===== src/rtl/seg7_bus_arbiter.sv =====
// seg7_bus_arbiter
//   Shares the single address/data/WE port of the 7-segment display peripheral between
//   N_REQ requesters. Each request is granted round-robin, its payload is latched and driven
//   toward the peripheral for HOLD_CYC cycles, a one-cycle ack goes back to the requester,
//   and GAP_CYC idle cycles follow before the next arbitration.
//
// Ports
//   clk_i          system clock, rising edge
//   rst_i          synchronous reset, active-high
//   req_i          per-requester request, held until ack
//   req_we_i       per-requester write enable (0 = read access, periph_we_o stays low)
//   req_addr_i     packed addresses, requester i at [i*AW +: AW]
//   req_data_i     packed write data, requester i at [i*DW +: DW]
//   ack_o          one-cycle completion pulse to the granted requester
//   busy_o         high whenever the arbiter is not idle
//   grant_id_o     index of the current/last granted requester
//   periph_addr_o  address to the peripheral
//   periph_data_o  write data to the peripheral
//   periph_we_o    write enable to the peripheral
module seg7_bus_arbiter #(
  parameter int unsigned N_REQ    = 2,
  parameter int unsigned AW       = 32,
  parameter int unsigned DW       = 32,
  parameter int unsigned HOLD_CYC = 1,
  parameter int unsigned GAP_CYC  = 0
) (
  input  logic                clk_i,
  input  logic                rst_i,
  input  logic [N_REQ-1:0]    req_i,
  input  logic [N_REQ-1:0]    req_we_i,
  input  logic [N_REQ*AW-1:0] req_addr_i,
  input  logic [N_REQ*DW-1:0] req_data_i,
  output logic [N_REQ-1:0]    ack_o,
  output logic                busy_o,
  output logic [2:0]          grant_id_o,
  output logic [AW-1:0]       periph_addr_o,
  output logic [DW-1:0]       periph_data_o,
  output logic                periph_we_o
);

  // The phase counter counts down from (cycles - 1) to 0 in DRIVE and GAP.
  localparam int unsigned MaxCyc = (HOLD_CYC > GAP_CYC) ? HOLD_CYC : GAP_CYC;
  localparam int unsigned CntW   = (MaxCyc > 1) ? $clog2(MaxCyc) : 1;
  localparam logic [CntW-1:0] HoldLoad = CntW'(HOLD_CYC - 1);
  localparam logic [CntW-1:0] GapLoad  = CntW'((GAP_CYC > 0) ? (GAP_CYC - 1) : 0);
  localparam logic [2:0]      LastReq  = 3'(N_REQ - 1);

  typedef enum logic [1:0] {StIdle, StDrive, StAck, StGap} state_e;

  state_e               state_q, state_d;
  logic [CntW-1:0]      cnt_q, cnt_d;
  logic [2:0]           ptr_q, ptr_d;
  logic [2:0]           grant_q, grant_d;
  logic [N_REQ-1:0]     ack_q, ack_d;
  logic                 busy_q, busy_d;
  logic [AW-1:0]        addr_q, addr_d;
  logic [DW-1:0]        data_q, data_d;
  logic                 we_q, we_d;

  // Round-robin pick: first asserted request scanning ptr, ptr+1, ... modulo N_REQ.
  int unsigned pick_idx;
  logic        pick_vld;

  always_comb begin
    int unsigned idx;
    pick_idx = 0;
    pick_vld = 1'b0;
    idx      = 0;
    for (int unsigned i = 0; i < N_REQ; i++) begin
      idx = 32'(ptr_q) + i;
      if (idx >= N_REQ) begin
        idx = idx - N_REQ;
      end
      if (!pick_vld && req_i[idx]) begin
        pick_idx = idx;
        pick_vld = 1'b1;
      end
    end
  end

  always_comb begin
    state_d = state_q;
    cnt_d   = cnt_q;
    ptr_d   = ptr_q;
    grant_d = grant_q;
    addr_d  = addr_q;
    data_d  = data_q;
    we_d    = we_q;
    ack_d   = '0;

    unique case (state_q)
      StIdle: begin
        if (pick_vld) begin
          state_d = StDrive;
          cnt_d   = HoldLoad;
          grant_d = 3'(pick_idx);
          addr_d  = req_addr_i[pick_idx*AW +: AW];
          data_d  = req_data_i[pick_idx*DW +: DW];
          we_d    = req_we_i[pick_idx];
        end
      end
      StDrive: begin
        if (cnt_q == '0) begin
          state_d = StAck;
          we_d    = 1'b0;
          ack_d   = N_REQ'(1) << grant_q;
          // Rotate so the requester just served has the lowest priority next time.
          ptr_d   = (grant_q == LastReq) ? 3'd0 : grant_q + 3'd1;
        end else begin
          cnt_d = cnt_q - 1'b1;
        end
      end
      StAck: begin
        if (GAP_CYC > 0) begin
          state_d = StGap;
          cnt_d   = GapLoad;
        end else begin
          state_d = StIdle;
        end
      end
      StGap: begin
        if (cnt_q == '0) begin
          state_d = StIdle;
        end else begin
          cnt_d = cnt_q - 1'b1;
        end
      end
      default: state_d = StIdle;
    endcase

    busy_d = (state_d != StIdle);
  end

  always_ff @(posedge clk_i) begin
    if (rst_i) begin
      state_q <= StIdle;
      cnt_q   <= '0;
      ptr_q   <= '0;
      grant_q <= '0;
      ack_q   <= '0;
      busy_q  <= 1'b0;
      addr_q  <= '0;
      data_q  <= '0;
      we_q    <= 1'b0;
    end else begin
      state_q <= state_d;
      cnt_q   <= cnt_d;
      ptr_q   <= ptr_d;
      grant_q <= grant_d;
      ack_q   <= ack_d;
      busy_q  <= busy_d;
      addr_q  <= addr_d;
      data_q  <= data_d;
      we_q    <= we_d;
    end
  end

  assign ack_o         = ack_q;
  assign busy_o        = busy_q;
  assign grant_id_o    = grant_q;
  assign periph_addr_o = addr_q;
  assign periph_data_o = data_q;
  assign periph_we_o   = we_q;

endmodule

===== config.mk =====
export PLATFORM = sky130hd
export DESIGN_NAME = seg7_bus_arbiter
export DESIGN_NICKNAME = d
export VERILOG_FILES = /design/src/rtl/seg7_bus_arbiter.sv
export SDC_FILE = /design/constraint.sdc
export NUM_CORES = 1
export LEC_CHECK = 0
export BUFFER_PORTS_ARGS = -buffer_cell sky130_fd_sc_hd__buf_2
export CORE_MARGIN = 5
export CORE_UTILIZATION = 40
export DETAILED_ROUTE_END_ITERATION = 6
export HOLD_SLACK_MARGIN = 0.02
export MAX_ROUTING_LAYER = met4
export PLACE_DENSITY = 0.78
export SETUP_SLACK_MARGIN = 0.5
export SYNTH_ARGS = -nofsm -noshare
export SYNTH_HDL_FRONTEND = slang
export SYNTH_SLANG_ARGS = --single-unit

===== constraint.sdc =====
create_clock -name clk_i -period 2.95 [get_ports clk_i]
set_input_delay 0.4425 -clock clk_i [delete_from_list [all_inputs] [get_ports clk_i]]
set_output_delay 0.4425 -clock clk_i [all_outputs]
set_load 0.005 [all_outputs]

# --- Word-level counts from Yosys, hierarchy flattened ---
# Cells that the tools add are included.
# W data, S select, Z words.
classes:
  bitwise_logic: 2
  n_addsub: 5
  reduce_logical: 12
  div_mod_pow: 0
  n_eq_ne: 6
  mux: 23
  shifts: 3
  multipliers: 0
  order_cmp: 5
ops:
  columns: ["op", "n"]
  rows:
  - ["$mux W32", 4]
  - ["$shiftx A64 B33 Y32", 2]
  - ["$lt A32 B2 Y1 const B", 3]
  - ["$mux W1", 12]
  - ["$pmux W2 S4", 1]
  - ["$mux W2", 3]
  - ["$reduce_and A2 Y1", 3]
  - ["$reduce_bool A2 Y1", 3]
  - ["$sub A4 B2 Y5 const B", 1]
  - ["$add A3 B1 Y4 const B", 1]
  - ["$eq A2 B2 Y1 const B", 2]
  - ["$ge A4 B2 Y1 const B", 1]
  - ["$ne A2 B2 Y1 const B", 2]
  - ["$pmux W1 S2", 2]
  - ["$sub A3 B2 Y4 const B", 1]
  - ["$add A3 B1 Y3 const B", 1]
  - ["$eq A3 B1 Y1 const B", 1]
  - ["$ge A3 B2 Y1 const B", 1]
  - ["$mux W3", 1]
  - ["$reduce_and A3 Y1", 1]
  - ["$reduce_or A3 Y1", 1]
  - ["$shl A1 B3 Y2 const A", 1]
  - ["$eq A2 B1 Y1 const B", 1]
  - ["$logic_not A2 Y1", 1]
  - ["other kinds (5)", 6]
word_totals:
  ramBits: 0
  latch_bits: 0
  n_memories: 0
  reg_bits: 77
  elab_cells: 65
  mem_bits_ro: 0
  inputBits: 134

# --- Longest topological paths before layout ---
# Gate-level depths: netlist of run 1.
depth:
  ltp_word: 12
  mapped_depth: 9

# --- Worst setup path after synthesis of run 1 ---
# Ideal clock, no wire load.
synth_path:
  path_kind: "register -> register"
  from: "reg ptr_q[0]"
  to: "reg addr_q[0] (netlist: periph_addr_o[0])"
  setup_slack_ns: 0.833
  stages_incl_launch_ff: 10
  t_required_ns: 2.881
  path_buffers: 1
  period_less_slack_ns: 2.117
  arrival_time_ns: 2.049
  setup_time_ns: 0.069
  cell_sequence: "dfxtp_1 ha_1 xnor2_1 ha_1 a21bo_2 a21oi_1 mux2i_1 nand4_2 buf_2 o21ai_1"
synth_between:
  elab_chain_len: 9
synth_rtl:
  columns: ["element", "line", "rtl"]
  rows:
  - ["start: declaration", "52", "logic [2:0] ptr_q, ptr_d;"]
  - ["start signal: assignment", "148", "ptr_q <= ptr_d;"]
  - ["branches (longest 9 deep; another with $sub A4 B2 Y5)", null, null]
  - ["end signal: assignment", "152", "addr_q <= addr_d;"]
  - ["end: declaration", "56", "logic [AW-1:0] addr_q, addr_d;"]
# Several ways; the timed one is not identified. The select of a mux whose other input is x is not followed.
# A chain may end at the register's enable or synchronous reset.

# --- Worst setup path in the final report of run 1 ---
layout_path:
  from: "reg ptr_q[0]"
  to: "reg data_q[27] (netlist: periph_data_o[27])"
layout_between:
  elab_chain_len: 9
layout_rtl:
  columns: ["element", "line", "rtl"]
  rows:
  - ["branches (longest 9 deep; another with $sub A4 B2 Y5)", null, null]
  - ["end signal: assignment", "153", "data_q <= data_d;"]
  - ["end: declaration", "57", "logic [DW-1:0] data_q, data_d;"]
# Several ways; the timed one is not identified. The select of a mux whose other input is x is not followed.

==> impl_metrics.ini, run 1 <==
[final_layout]
fin_util_pct = 59.1
nFillCells = 702
design_area_sq_um = 4610
layout.nets = 695
layout.area.seq_sq_um = 1520
drive_gt1_share_pct = 41.4
antenna_cells = 0
multi_input_area_sq_um = 1650
area_growth_pct = 41.9

[yosys]
synth_seq_cells = 76
synth_area_sq_um = 3250
synthTopCellsByCount = 76 x dfxtp_1, 69 x nand2_1, 66 x mux2i_1
synth-edff-count = 0
synthArstFlopShare_pct = 0
synthFlopType = dfxtp_1
synth_cell_types = 31
synth-seq-area-share_pct = 46.8
yosys.cell_count.top_type = dfxtp_1
synth_cells = 354
syn_area_per_cell_sq_um = 9.18
synthDominantCellAreaShare_pct = 46.8
synth.largest_area_cell = dfxtp_1
synth.area.top_cells = dfxtp_1 47%, mux2i_1 20%, o21ai_1 9.4%
yosys_warnings = 0
synth_nets = 494

[route]
ant_nets = 0
wl_per_cell_um = 13.7
first_iter_violations = 35
vias = 3207
drc = 0
wirelength_um = 9070
via_per_inst = 4.84
first_pass_iters = 4

[critical_path]
ff2ff_path_depth = 9
cp_top_family = compound AO/OA/AOI/OAI gates
crit_path_max_fanout = 37
crit_buf_inv = 1
worstSetupPathType = reg2reg
arrival_ns = 2.62
cp.depth = 9
worst_setup_path_end_kind = flip-flop
cp.required_ns = 3.22
crit_chain = ha_1, xnor2_2, ha_1, a21bo_2, a21oi_1, mux2i_1, nand4_2, buf_6, o21ai_1
cp_slowest_stage_delay_ns = 0.37
start_kind = flip-flop
crit_slowest_cell = dfxtp_2
cpMostUsedCell = ha_1

[worst_hold_path]
hold_class = in2reg
whs_path_depth = 3

[sta]
tns_ns = 0
finalHoldViolations = 0
fin_skew_ns = 0.00545
worst_pin_slew_ns = 0.639
finalCritPeriodShare_pct = 79.6
whs_ns = 0.355
finalSetupViolCount = 0
fmaxAchievable_mhz = 426
relSlewSlack_pct = 57.3
min_period_ns = 2.35
slew_viol_final = 0
rsz0062_at_grt = yes

[pwr]
p_sw_w = 0.000743
switching_share_pct = 28.5
p_per_area_nw_per_um2 = 564
power.share.clock_pct = 30.6
internal_power_w = 0.00186
p_leak_nw = 2.48
combPwrFrac_pct = 22.6
ir_drop_mv = 0.281
seqPwrFrac_pct = 46.8

[place]
dp_hpwl_um = 7040
place.gp.congestion = 0.859
port_buffers = 204
placed_area_sq_um = 4390

[clock_tree]
cts_max_level = 3
clock-root-buffer = clkbuf_8
cts_made_buffers = 9
cts_tree = yes
clock_path_buffers = 2
cts.reportedPaths.clkPinSlew_ns = 0.08
cts.sinks = 76
clk_latency_ns = 0.34

[grt]
grt_use_total_pct = 17.9
first_global_vias = 3169
antenna_found_initial = 0
grt_pass1_wl_um = 14200
grt_max_degree = 38
grt_remaining_overflow = 0

[run_status]
status = finished clean

[run]
cap_violations = 0

[floorplanning]
rows = 32
core_area_sq_um = 7810
die_area_sq_um = 10000
start_util_pct = 41.6
ios = 205
die_w_um = 100
die_h_um = 100
## per-layer routing
metal  part of all wire, %  vias up  global-route usage, %
met2                    51      149                   32.1
met5                     0        -                      -
met1                    38     1413                   18.3
li1                      -     1629                      -
met4                   1.7        0                   6.11
met3                   9.2       16                   5.91
## area by class of cell
class,instances,area share [%]
clock inverters,5,1.30
repair buffers,210,23.8
multi-input cells,255,35.8
well taps,102,2.77
clock buffers,11,3.07
flip-flops and latches,76,33.0
inverters,3,0.244
## per-stage QoR
stage / setup WS [ns] / power (W) / instances
after detailed placement: 0.552 / 0.00182 / 645
after floorplan: 0.833 / 0.00154 / 354
after global routing: 0.437 / 0.00276 / 662
final: 0.603 / 0.00260 / 662
after CTS: 0.529 / 0.00263 / 661
after global placement: 0.659 / 0.00180 / 645
## final timing paths
path	start	to	slack, ns
max	ptr_q[0]$_SDFFE_PP0P_	periph_data_o[27]$_SDFFE_PP0P_	0.60
min	req_addr_i[58]	periph_addr_o[26]$_SDFFE_PP0P_	0.36
max reg2reg	ptr_q[0]$_SDFFE_PP0P_	periph_data_o[27]$_SDFFE_PP0P_	0.60
min reg2reg	periph_data_o[9]$_SDFFE_PP0P_	periph_data_o[9]$_SDFFE_PP0P_	0.44
## cell families after synthesis
family | Yosys count | synth area share [%]
AND/OR/NAND/NOR | 96 | 12.6
buffers and inverters | 23 | 3.16
multiplexers | 66 | 20.3
AO/OA/AOI/OAI | 85 | 14.3
XOR/XNOR | 2 | 0.539
adder cells (fa/ha/maj) | 6 | 2.31
flip-flops | 76 | 46.8
## cell usage in the layout, fill, tap and decap left out, drive strengths merged
master,count
buf,210
dfxtp,76
nand2,69
o21ai,67
mux2i,66
nor2,12
clkbuf,11
a21oi,6
ha,6
nand2b,4
inv,4
nor2b,3
a211oi,3
nand3b,2
a311oi,2
clkinv,2
xnor2,1
or3b,1
a21bo,1
o21bai,1
or2,1
a22o,1
a21boi,1
and3,1
nand4,1
o21a,1
xor2,1
nor4,1
and2,1
a2111oi,1
a32oi,1
clkinvlp,1
bufinv,1
## power groups by stage
stage	Clock [W]	Sequential, W	Combinational (W)
final	0.000797	0.00122	0.000587
after global routing	0.000873	0.00124	0.000655
after CTS	0.000825	0.00122	0.000585
after detailed placement	0	0.00124	0.000583
after global placement	0	0.00123	0.000564
after floorplan	0	0.00125	0.000287
## worst reg2reg max path, delay by kind of cell, from the launching register on
| kind | cells | cell delay [ns] |
|---|---|---|
| AOI/OAI and AO/OA | 3 | 0.60 |
| adders and majority gates | 2 | 0.43 |
| DFF | 1 | 0.37 |
| muxes | 1 | 0.30 |
| buffers and inverters | 1 | 0.22 |
| xor gates and xnor gates | 1 | 0.19 |
| and+or+nand+nor | 1 | 0.16 |
## what timing repair did
| action | 4_1_cts | 5_1_grt |
|---|---|---|
| hold buffers | 0 | 0 |
| endpoints found under the setup margin | 0 | 64 |
| buffers inserted | 0 | 1 |
| gates resized for setup | 0 | 6 |
## sequential cells by signal (all words and copies together), names as in the netlist
name,flops
ack_o,2
busy_o,1
periph_data_o,32
grant_id_o,3
state_q,2
periph_we_o,1
periph_addr_o,32
ptr_q,3
No activity file was read; power rests on OpenSTA's default activity.
==> inputs of run 2 (changes only) <==
clock period = 2.2 ns   (was 2.95 ns; I/O delays follow)
==> impl_metrics.ini, run 2 (same netlist as run 1, synthesis figures left out) <==
[sta]
whs_ns = 0.245
slew_viol_final = 0
min_period_ns = 2.30
finalHoldViolations = 0
fin_ws_ns = -0.0968
rsz0062_at_grt = yes
fmaxAchievable_mhz = 435
worst_pin_slew_ns = 0.394
relSlewSlack_pct = 73.5
finalSetupViolCount = 42
finalCritPeriodShare_pct = 104
fin_skew_ns = 0.00753

[clock_tree]
clk_latency_ns = 0.34
cts_max_level = 3
cts_made_buffers = 9
clock_path_buffers = 2
cts_tree = yes
ctsHoldBuffers = 0
cts.reportedPaths.clkPinSlew_ns = 0.08
cts.sinks = 76
clock-root-buffer = clkbuf_8

[critical_path]
r2r_end = periph_addr_o[29]$_SDFFE_PP0P_
reg2reg_from = ptr_q[1]$_SDFFE_PP0P_
crit_path_max_fanout = 7
start_kind = flip-flop
ff2ff_path_depth = 11
worstSetupPathType = reg2reg
cp-startpoint = ptr_q[1]$_SDFFE_PP0P_
worst_setup_path_end_kind = flip-flop
arrival_ns = 2.57
cp_slowest_stage_delay_ns = 0.37
crit_chain = ha_4, xnor2_2, ha_2, a21bo_4, a21oi_2, mux2i_2, nand4_2, buf_6, buf_12, buf_16, o21ai_1
cp.required_ns = 2.47
crit_slowest_cell = dfxtp_4
reg2reg_slack_ns = -0.1

[grt]
grt_remaining_overflow = 0
antenna_found_initial = 0
grt_use_total_pct = 19.9
first_global_vias = 3366
grt_max_degree = 39
grt_pass1_wl_um = 15600

[route]
vias = 3457
ant_nets = 0
wl_met1_um = 4200
route.met2.wl_um = 5650
top_layer = met4
routed-wl-met3_um = 791
via_per_inst = 4.97
wirelength_um = 10800
wl_per_cell_um = 15.5
first_pass_iters = 5
drc = 0
first_iter_violations = 63

[floorplanning]
rows = 32
ios = 205
die_area_sq_um = 10000
core_area_sq_um = 7810
start_util_pct = 41.6
die_h_um = 100
die_w_um = 100

[final_layout]
layout.nets = 729
layout_common_cells = 204 x buf_2, 74 x dfxtp_1, 68 x nand2_1, 65 x mux2i_1, 49 x o21ai_2
final_common_cell = buf_2
area_growth_pct = 66.3
drive_gt1_share_pct = 54.9
design_area_sq_um = 5410
antenna_cells = 0

[pwr]
p_per_area_nw_per_um2 = 738
p_leak_nw = 2.86
ir_drop_mv = 0.392

[place]
port_buffers = 204
place.gp.congestion = 0.820
dp_hpwl_um = 7200
placed_area_sq_um = 4460

[worst_hold_path]
whs_path_depth = 3
hold_class = in2reg
hold_end = periph_addr_o[15]$_SDFFE_PP0P_
min-delay-start = req_addr_i[47]

[run_status]
violations = negative setup slack
status = finished, violations left

[run]
cap_violations = 0
-- run 2: changes by cell type in the layout (fill, tap and decap cells not counted), moves of 3 or more --
cell and change:
buf_12 +6, buf_16 +6, buf_4 +16, clkbuf_16 +3
ha_1 -3, o21ai_1 -47, o21ai_2 +49
-- run 2: repair_timing --
action,CTS,global route
cloned,6,4
pin swaps,26,29
setup buffers,10,11
setup endpoints to repair,66,67
hold endpoints to repair,0,0
gates resized for setup,37,40
-- run 2: worst max path at each step --
stage	end	slack [ns]	cells past startpoint
after floorplan	periph_addr_o[14]$_SDFFE_PP0P_	0.18	9
after global placement	periph_addr_o[11]$_SDFFE_PP0P_	0.08	9
after detailed placement	periph_addr_o[12]$_SDFFE_PP0P_	-0.07	9
after CTS	periph_data_o[6]$_SDFFE_PP0P_	-0.06	10
after global routing	periph_addr_o[29]$_SDFFE_PP0P_	-0.22	11
final	periph_addr_o[29]$_SDFFE_PP0P_	-0.1	11
-- run 2: per-stage QoR --
stage               setup slack (ns)  std cells  total power [W]  utilization [%]  setup TNS, ns
floorplan                      0.181        354          0.00207                -              0
global placement              0.0838        649          0.00244             57.1              0
detailed placement           -0.0729        649          0.00248             57.1          -1.96
CTS                          -0.0566        681          0.00386             65.2          -1.66
global route                  -0.224        696          0.00420             69.2          -8.46
finish                       -0.0968        696          0.00399             69.2          -2.75
-- run 2: power breakdown --
| part | leakage [nW] | internal, W | switching [W] |
|---|---|---|---|
| Clock | 0.113 | 0.000665 | 0.000497 |
| Combinational | 2.12 | 0.000651 | 0.000542 |
| Sequential | 0.624 | 0.00154 | 0.0000951 |
-- run 2: cell type report --
| cell class | instances | area [sq um] |
|---|---|---|
| Multi-Input combinational cell | 256 | 1920 |
| Sequential cell | 76 | 1530 |
| Clock buffer | 11 | 141 |
| Inverter | 3 | 11.3 |
| Tap cell | 102 | 128 |
| Fill cell | 622 | 2400 |
| Clock inverter | 5 | 75.1 |
| Timing Repair Buffer | 243 | 1600 |
-- run 2: per-layer routing --
metal / track usage, % / vias up
met1: 22.0 / 1570
met4: 6.32 / 0
met2: 35.5 / 157
met3: 4.31 / 19
li1: - / 1711
met5: - / -
-- run 2: critical path, delay by kind of cell, from the launching register on --
| family | cells | cell delay (ns) |
|---|---|---|
| simple gates | 1 | 0.15 |
| flops | 1 | 0.37 |
| compound gates | 3 | 0.48 |
| buf+inv | 3 | 0.45 |
| fa+ha+maj | 2 | 0.35 |
| mux | 1 | 0.27 |
| xor+xnor | 1 | 0.15 |
==> inputs of run 3 (changes only) <==
ABC_AREA = 1   (was unset)
PLACE_DENSITY = 0.72   (was 0.78)
==> impl_metrics.ini, run 3 <==
[floorplanning]
core_area_sq_um = 10900
die_area_sq_um = 13300
rows = 38
die_h_um = 116
start_util_pct = 40.9
die_w_um = 116
ios = 205

[clock_tree]
cts_max_level = 3
cts_tree = yes
cts_made_buffers = 9
ctsHoldBuffers = 0
cts.sinks = 76
clock-root-buffer = clkbuf_8
clock_path_buffers = 2
clk_latency_ns = 0.35
cts.reportedPaths.clkPinSlew_ns = 0.09

[yosys]
synth.largest_area_cell = dfxtp_1
syn_area_per_cell_sq_um = 7.53
synthArstFlopShare_pct = 0
yosys_warnings = 0
synthDominantCellAreaShare_pct = 34.1
synth-seq-area-share_pct = 34.1
yosys.cell_count.top_type = nand2_1
synth_area_sq_um = 4460
synth.area.top_cells = dfxtp_1 34%, nand2_1 24%, nand3_2 13%
synth_cells = 592
synth_seq_cells = 76
synthTopCellsByCount = 281 x nand2_1, 76 x dfxtp_1, 58 x a21oi_2, 58 x nand3_2, 19 x inv_1
synth_cell_types = 26
synth-edff-count = 0
synth_nets = 732
synthFlopType = dfxtp_1

[worst_hold_path]
hold_class = in2reg

[grt]
top_usage_layer = met2
grt_pass1_wl_um = 19500
grtUsageMet1_pct = 23.0
antenna_found_initial = 0
met3_usage_pct = 2.72
grt_remaining_overflow = 0
grt_max_degree = 70
grtUsageMet2_pct = 31.6
grt_use_total_pct = 18.6
first_global_vias = 4015

[sta]
finalCritPeriodShare_pct = 88.9
finalHoldViolations = 0
relSlewSlack_pct = 70.9
worst_pin_slew_ns = 0.432
fin_ws_ns = 0.243
finalSetupViolCount = 0
fmaxAchievable_mhz = 511
tns_ns = 0
fin_skew_ns = 0.00939
slew_viol_final = 0
min_period_ns = 1.96
rsz0062_at_grt = yes

[place]
placed_area_sq_um = 5540
place.gp.congestion = 0.817
port_buffers = 204
dp_hpwl_um = 8580
pre_cts_slack_ns = 0.190

[critical_path]
worst_setup_path_end_kind = flip-flop
crit_path_max_fanout = 7
worstSetupPathType = reg2reg
cp.required_ns = 2.49
start_kind = flip-flop
arrival_ns = 2.24

[final_layout]
layout.nets = 934
antenna_cells = 0
area_growth_pct = 39.1
nFillCells = 1018
layout_common_cells = 276 x nand2_1, 203 x buf_2, 73 x dfxtp_1, 62 x a21oi_2, 58 x nand3_2
layout.area.seq_sq_um = 1530
design_area_sq_um = 6200
drive_gt1_share_pct = 49.7
final_common_cell = nand2_1
multi_input_area_sq_um = 2590

[run]
cap_violations = 0

[route]
first_pass_iters = 4
wl_per_cell_um = 14.2
via_per_inst = 4.75
vias = 4461
first_iter_violations = 192
ant_nets = 0
wirelength_um = 13400
drc = 0

[pwr]
ir_drop_mv = 0.382
p_leak_nw = 3.00
p_per_area_nw_per_um2 = 735

[run_status]
status = finished clean
run 3: timing repair:
item                       4_1_cts  5_1_grt
setup endpoints to repair       65       66
hold endpoints to repair         0        0
buffers inserted                 8        1
gates cloned                     4        6
gates resized for setup         12       14
pin swaps                        0        1
run 3: power by group:
| part | leakage [nW] | internal, W | switching [W] |
|---|---|---|---|
| Clock | 0.112 | 0.000657 | 0.000589 |
| Sequential | 0.624 | 0.00152 | 0.0000774 |
| Combinational | 2.27 | 0.000801 | 0.000910 |
run 3: path summary, 6_finish.rpt:
path / slack, ns / startpoint / depth (start not counted) / to
max reg2reg: 0.24 / ptr_q[1]$_SDFFE_PP0P_ / 16 / periph_addr_o[30]$_SDFFE_PP0P_
min: 0.32 / req_addr_i[59] / 5 / periph_addr_o[27]$_SDFFE_PP0P_
min reg2reg: 0.47 / periph_addr_o[11]$_SDFFE_PP0P_ / 2 / periph_addr_o[11]$_SDFFE_PP0P_
max: 0.24 / ptr_q[1]$_SDFFE_PP0P_ / 16 / periph_addr_o[30]$_SDFFE_PP0P_
run 3: layout make-up:
class,instances,area share (%)
Multi-Input combinational cell,451,41.9
Timing Repair Buffer,234,25.4
Sequential cell,76,24.7
Tap cell,140,2.83
Clock buffer,9,2.00
Clock inverter,7,1.70
Inverter,22,1.49
run 3: cell families (layout without fill, tap and decap cells):
kind of cell	count (synthesis)	in the layout	share of synthesized area (%)
AND/OR/NAND/NOR	365	365	39.6
AO/OA/AOI/OAI	79	79	14.1
flip-flops	76	76	34.1
buffers and inverters	65	272	10.3
adder cells (fa/ha/maj)	6	6	1.68
XOR/XNOR	1	1	0.197
run 3: per-stage QoR:
step / instances / util (%) / total power, W / hold slack (ns)
after floorplan: 592 / - / 0.00265 / 0.461
after global placement: 904 / 50.9 / 0.00293 / 0.457
after detailed placement: 904 / 50.9 / 0.00296 / 0.457
after CTS: 932 / 54.9 / 0.00440 / 0.307
after global routing: 939 / 56.9 / 0.00480 / 0.329
final: 939 / 56.9 / 0.00455 / 0.322
run 3: critical path, cell delays in order, from the launching register on:
cell and delay, ns:
dfxtp_4 0.39, ha_4 0.15, inv_2 0.04, nand2_2 0.07
nand2_2 0.06, inv_2 0.06, ha_4 0.13, inv_2 0.03
a21oi_2 0.11, nand2_1 0.09, nand3_2 0.07, nand3_2 0.08
nand2_4 0.12, buf_6 0.14, clkbuf_16 0.16, nand3_2 0.07
a21oi_2 0.12
run 3: per-layer routing:
metal  wire length [um]  vias up
met4                199        0
met5                  0        -
met2               6480      136
met1               5910     2014
met3                764       15
li1                   -     2296
